**config.mk**
```make
export PLATFORM = sky130hd
export DESIGN_NAME = pipe_uart_tx
export DESIGN_NICKNAME = d
export VERILOG_FILES = /design/src/rtl/pipe_io_pkg.sv /design/src/rtl/pipe_uart_fifo.sv /design/src/rtl/pipe_uart_tx.sv
export SDC_FILE = /design/constraint.sdc
export NUM_CORES = 1
export LEC_CHECK = 0
export CAP_MARGIN = 20
export CORE_UTILIZATION = 47
export CTS_CLUSTER_DIAMETER = 30
export DETAILED_ROUTE_END_ITERATION = 6
export PLACE_DENSITY = 0.81
export SLEW_MARGIN = 15
export SYNTH_ARGS = -nofsm -noshare
export SYNTH_HDL_FRONTEND = slang
export SYNTH_SLANG_ARGS = --single-unit
```
**constraint.sdc**
```tcl
create_clock -name clock -period 3 [get_ports clock]
set_clock_uncertainty 0.1 [all_clocks]
set_input_delay 0.6 -clock clock [delete_from_list [all_inputs] [get_ports clock]]
set_output_delay 0.6 -clock clock [all_outputs]
set_load 0.03 [all_outputs]
```
**src/rtl/pipe_io_pkg.sv**
```systemverilog
// pipe_io_pkg: register map, STATUS bit positions and TX FSM encoding shared by the pipe I/O peripherals
package pipe_io_pkg;
   localparam logic [31:0] BASE_ADDR_DEF = 32'h0000_00A0;
   localparam logic [31:0] OFF_TXDATA    = 32'h0;
   localparam logic [31:0] OFF_STATUS    = 32'h4;
   localparam logic [31:0] OFF_BAUDDIV   = 32'h8;
   localparam int ST_EMPTY = 0;
   localparam int ST_FULL  = 1;
   localparam int ST_BUSY  = 2;
   localparam int ST_OVF   = 3;
   typedef enum logic [2:0] {S_IDLE, S_START, S_DATA, S_PARITY, S_STOP} tx_state_t;
endpackage

```
**src/rtl/pipe_uart_fifo.sv**
```systemverilog
// pipe_uart_fifo: synchronous TX byte FIFO
//   clock/resetn : clock, asynchronous active-low reset
//   push/din     : write din (caller guarantees !full)
//   pop/dout     : dout is the head; pop advances it (caller guarantees !empty)
//   full/empty/count : occupancy
module pipe_uart_fifo #(
   parameter int DEPTH = 4,
   parameter int W = 8
) (
   input  logic                     clock,
   input  logic                     resetn,
   input  logic                     push,
   input  logic                     pop,
   input  logic [W-1:0]             din,
   output logic [W-1:0]             dout,
   output logic                     full,
   output logic                     empty,
   output logic [$clog2(DEPTH):0]   count
);
   localparam int AW = $clog2(DEPTH);
   localparam int CW = AW + 1;
   logic [W-1:0] mem [DEPTH];
   logic [AW-1:0] wp, rp;
   always_ff @(posedge clock or negedge resetn)
      if (!resetn) begin
         wp <= '0;
         rp <= '0;
         count <= '0;
      end else begin
         if (push) wp <= wp + 1'b1;
         if (pop) rp <= rp + 1'b1;
         count <= count + CW'(push) - CW'(pop);
      end
   always_ff @(posedge clock)
      if (push) mem[wp] <= din;
   assign dout = mem[rp];
   assign full = count == CW'(DEPTH);
   assign empty = count == '0;
endmodule

```
**src/rtl/pipe_uart_tx.sv**
```systemverilog
// pipe_uart_tx: memory-mapped UART transmitter (8N1, or 8E1 when UART_TX_PARITY_EN is defined)
//   clock/resetn : CPU clock, asynchronous active-low reset
//   wmem/addr/datain : MEM-stage store strobe, byte address, store data
//   dataout/hit  : combinational read data and window decode for the load mux
//   txd          : registered serial line, idle high
//   busy         : frame in progress or FIFO non-empty
module pipe_uart_tx
   import pipe_io_pkg::*;
#(
   parameter logic [31:0] BASE_ADDR   = BASE_ADDR_DEF,
   parameter int          FIFO_DEPTH  = 4,
   parameter logic [15:0] DEFAULT_DIV = 16'd433
) (
   input  logic        clock,
   input  logic        resetn,
   input  logic        wmem,
   input  logic [31:0] addr,
   input  logic [31:0] datain,
   output logic [31:0] dataout,
   output logic        hit,
   output logic        txd,
   output logic        busy
);
   localparam int CW = $clog2(FIFO_DEPTH) + 1;
   tx_state_t state, state_d;
   logic [15:0] div, cnt, cnt_d;
   logic [2:0] idx, idx_d;
   logic [7:0] sh, sh_d, head;
   logic [31:0] off, status;
   logic [CW-1:0] fcnt;
   logic sel_tx, sel_st, sel_bd, push, pop, full, empty, ovf, txd_d;
   logic unused_hi;
   assign off = addr - BASE_ADDR;
   assign sel_tx = off == OFF_TXDATA;
   assign sel_st = off == OFF_STATUS;
   assign sel_bd = off == OFF_BAUDDIV;
   assign hit = sel_tx | sel_st | sel_bd;
   assign busy = state != S_IDLE || fcnt != '0;
   // full is sampled before any same-cycle pop, so a store into a full FIFO is always dropped
   assign push = wmem && sel_tx && !full;
   assign unused_hi = ^datain[31:16];
   always_comb begin
      status = '0;
      status[ST_EMPTY] = empty;
      status[ST_FULL] = full;
      status[ST_BUSY] = busy;
      status[ST_OVF] = ovf;
   end
   assign dataout = sel_st ? status : sel_bd ? {16'd0, div} : '0;
   pipe_uart_fifo #(.DEPTH(FIFO_DEPTH), .W(8)) u_fifo (
      .clock(clock), .resetn(resetn), .push(push), .pop(pop), .din(datain[7:0]),
      .dout(head), .full(full), .empty(empty), .count(fcnt)
   );
   always_ff @(posedge clock or negedge resetn)
      if (!resetn) begin
         div <= DEFAULT_DIV;
         ovf <= 1'b0;
      end else begin
         if (wmem && sel_bd) div <= datain[15:0];
         if (wmem && sel_tx && full) ovf <= 1'b1;
         else if (wmem && sel_st && datain[ST_OVF]) ovf <= 1'b0;
      end
   always_ff @(posedge clock or negedge resetn)
      if (!resetn) begin
         state <= S_IDLE;
         cnt <= '0;
         idx <= '0;
         sh <= '0;
         txd <= 1'b1;
      end else begin
         state <= state_d;
         cnt <= cnt_d;
         idx <= idx_d;
         sh <= sh_d;
         txd <= txd_d;
      end
   // every bit reloads the divider on entry, so BAUDDIV writes land at the next bit boundary
   always_comb begin
      state_d = state;
      cnt_d = cnt - 16'd1;
      idx_d = idx;
      sh_d = sh;
      pop = 1'b0;
      case (state)
         S_IDLE: begin
            cnt_d = cnt;
            if (!empty) begin
               state_d = S_START;
               pop = 1'b1;
               sh_d = head;
               cnt_d = div;
            end
         end
         S_START: if (cnt == '0) begin
            state_d = S_DATA;
            idx_d = '0;
            cnt_d = div;
         end
         S_DATA: if (cnt == '0) begin
            cnt_d = div;
            idx_d = idx + 3'd1;
`ifdef UART_TX_PARITY_EN
            state_d = idx == 3'd7 ? S_PARITY : S_DATA;
`else
            state_d = idx == 3'd7 ? S_STOP : S_DATA;
`endif
         end
         S_PARITY: if (cnt == '0) begin
            state_d = S_STOP;
            cnt_d = div;
         end
         S_STOP: if (cnt == '0) begin
            cnt_d = div;
            state_d = empty ? S_IDLE : S_START;
            pop = !empty;
            sh_d = empty ? sh : head;
         end
         default: state_d = S_IDLE;
      endcase
   end
   // txd is registered from the next state so the line changes on the same edge as the state
   always_comb
      txd_d = state_d == S_START ? 1'b0 : state_d == S_DATA ? sh_d[idx_d] : state_d == S_PARITY ? ^sh_d : 1'b1;
endmodule

```
==> results_dict.tcl <==
set metrics [dict create \
    status "finished with violations" \
    violations "setup timing" \
    number_of_flops_mapped_to_enable_cells_by_yosys 32 \
    die_area_um2 10600 \
    synth_area_um2 4800 \
    synth_seq_area_share 0.489 \
    cp_slowest_stage_delay_ps 340 \
    gp_congestion 0.849 \
    power.sequential.fraction 0.420 \
    worst_slew_margin_rel 0.607 \
    reg2regPathDepth 12 \
    hold_ws_ps 36.1 \
    synth_top_cell_area_share 0.256 \
    port_buffers 69 \
    critical_path_required_ps 2300 \
    clkSlewWorstSetupHoldPaths_ps 80 \
    holdCritPathClass "in2async" \
    crit_type "in2out" \
    worst-slew-pin-transition_ps 589 \
    clkLatencyLatePin_ps 350 \
    clkPwrFrac 0.242 \
    first_global_vias 3761 \
    worstReg2RegEnd "txd" \
    synthesized_area_divided_by_synthesized_cell_count_um2 11.6 \
    maxCapViolations 0 \
    finalSetupViolations 18 \
    final_net_count 616 \
    final_worst_path_cycle_share 1.11 \
    internal_power_mw 2.24 \
    post-route-worst-setup-slack_ps -328 \
    routed-via-count 3755 \
    rsz0062_at_grt "yes" \
    drt-total-wl_um 11200 \
    leading_register_cell_type_out_of_synthesis "sky130_fd_sc_hd__dfrtp_1" \
    placed_cells_incl_taps 647 \
    timing.final.crit_period_ps 3330 \
    syn-instance-count 413 \
    floorplan.die.width_um 103 \
    switching_share 0.309 \
    synth_seq_cells 87 \
    power.density_cell_area_nw_per_um2 498 \
    postSynth.asyncResetShare 0.632 \
    synth_area_leader "sky130_fd_sc_hd__dfrtp_1" \
    power_leakage_nw 2.78 \
    timing_max_transition_violations_final 0 \
    cts_made_buffers 9 \
    clkSinkCount 87 \
    cts_htree_levels 3 \
    worst_r2r_startpoint "cnt[0]" \
    global_route.usage.total 0.225 \
    grt_max_degree 23 \
    yosys.cell_types.count 66 \
    antenna_violations_before_repair 0 \
    ir_drop_mv 0.271 \
    synth.most_common_cell "sky130_fd_sc_hd__dfrtp_1" \
    cp_max_fo 6 \
    final_antenna_net_count 0 \
    cts-root-buf "sky130_fd_sc_hd__clkbuf_8" \
    drtPass1Iterations 7 \
    power_frac_comb 0.338 \
    power_switching_mw 0.999 \
    worstPathArrival_ps 2630 \
    worstPathCellList "buf_6 -> inv_2 -> ha_4 -> buf_6 -> xor2_2 -> o31ai_2 -> nand4_1 -> nor4_2 -> and3_4 -> buf_12 -> and2_4 -> buf_6" \
    timing.critical_path.from_type "primary input" \
    fmaxAchievable_ghz 0.300 \
    drc_errors 0 \
    power.total_mw 3.24 \
    synth_warnings 0 \
    global_route_wire_length_before_repair_um 18000 \
    die_y_um 103 \
    antenna-diode-count 0 \
    avgRoutedWirePerCell_um 16.7 \
    ioPinCount 102 \
    rows 36 \
    initial_cell_density_of_the_core 0.489 \
    fp.coreArea_um2 9820 \
    final_cell_count_no_fill 675 \
    post_drt_via_cell_ratio 5.56 \
    layout-area-overhead-vs-synth_pct 35.5 \
    synth_top_area_cells "sky130_fd_sc_hd__dfrtp_1, sky130_fd_sc_hd__edfxtp_1, sky130_fd_sc_hd__mux2_1" \
    final_core_util 0.662 \
    overflow 0 \
    tritoncts_clock_tree "done" \
    totalNegativeSetupSlack_ps -4650 \
    hold_viol_final 0 \
    layout-drive-gt1-share 0.349 \
    critical_path.endpoint_type "output port" \
    r2r_slack_ps 120 \
    timing.critical_path.mode_cell "sky130_fd_sc_hd__buf_6" \
    detailedRoute.firstIterationViolations 216 \
    synth.top_cells.by_count "sky130_fd_sc_hd__dfrtp_1, sky130_fd_sc_hd__edfxtp_1, sky130_fd_sc_hd__nor2_1, sky130_fd_sc_hd__nand2_1, sky130_fd_sc_hd__o21ai_0" \
    clock_tree.buffer_depth 2 \
    dpl.hpwl_um 8150 \
    worst_path_max_delay_cell "sky130_fd_sc_hd__nor4_2" \
]
-- worst max-delay path, delay by kind of cell --
kind | cells | cell delay, ps
AOI/OAI and AO/OA | 1 | 300
xor gates and xnor gates | 1 | 170
adders and majority gates | 1 | 150
buffers and inverters | 5 | 480
and+or+nand+nor | 4 | 910
-- final cells by class --
type	instances	area, um^2
fillers	733	3320
multi-input cells	294	2540
flip-flops and latches	87	2340
repair buffers	128	1200
well taps	133	166
clock buffers	11	131
inverters	17	63.8
clock inverters	5	57.6
-- cells by family after synthesis --
family | count (synthesis) | synth area share
and+or+nand+nor | 136 | 0.175
adders and majority gates | 12 | 0.0329
muxes | 44 | 0.119
AOI/OAI and AO/OA | 72 | 0.102
xor gates and xnor gates | 14 | 0.0284
DFF | 87 | 0.489
buffers and inverters | 47 | 0.0537
other | 1 | 0.000782
-- cell usage in the layout (no fill, tap or decap), types with 14 or more instances in the layout --
| cell | n |
|---|---|
| sky130_fd_sc_hd__nand2_1 | 24 |
| sky130_fd_sc_hd__conb_1 | 16 |
| sky130_fd_sc_hd__mux2_1 | 16 |
| sky130_fd_sc_hd__buf_6 | 26 |
| sky130_fd_sc_hd__clkdlybuf4s50_1 | 28 |
| sky130_fd_sc_hd__nor2_1 | 20 |
| sky130_fd_sc_hd__edfxtp_1 | 32 |
| sky130_fd_sc_hd__dfrtp_1 | 49 |
| sky130_fd_sc_hd__buf_4 | 53 |
| sky130_fd_sc_hd__inv_1 | 14 |
| sky130_fd_sc_hd__o21ai_0 | 23 |
| sky130_fd_sc_hd__and2_4 | 16 |
-- per-layer routing --
metal / global-route usage / routed length, um / up-vias
met2: 0.384 / 5870 / 154
li1: - / - / 1748
met4: 0.0834 / 215 / 0
met3: 0.0590 / 742 / 21
met1: 0.275 / 4410 / 1832
met5: 0 / 0 / -
-- power by group through the flow --
stage / clock [mW] / sequential (mW) / combinational (mW)
final: 0.783 / 1.36 / 1.09
after global routing: 0.846 / 1.37 / 1.20
after CTS: 0.802 / 1.36 / 1.09
after detailed placement: 0 / 1.38 / 1.06
after global placement: 0 / 1.38 / 1.02
after floorplan: 0 / 1.37 / 0.692
-- flip-flops by register name, summed over array words and instances (netlist names) --
signal        flops
cnt              16
state             3
ovf               1
div              16
u_fifo.mem       32
u_fifo.wp         2
u_fifo.rp         2
u_fifo.count      3
txd               1
sh                8
idx               3
-- metrics by stage --
step	worst slack [ps]	area, um^2
after global routing	-389	6500
after detailed placement	-806	5950
after CTS	-341	6360
after global placement	-639	5950
final	-328	6500
after floorplan	-104	4950
-- worst max path at each step --
stage                     slack (ps)  startpoint                to
after CTS                       -340    addr[12]        dataout[4]
after global placement          -640     addr[8]   u_fifo.count[1]
after global routing            -390     addr[6]        dataout[4]
final                           -330     addr[6]        dataout[4]
after floorplan                 -100    addr[15]   u_fifo.count[1]
after detailed placement        -810     addr[8]  u_fifo.mem[2][2]
-- what timing repair did --
action / CTS / global route
hold buffers: 0 / 0
setup buffers: 9 / 4
gates resized for setup: 98 / 41
endpoints found under the setup margin: 71 / 70
cloned: 1 / 0
hold endpoints to repair: 0 / 0
pin swaps: 31 / 21
No activity file was read; power rests on OpenSTA's default activity.
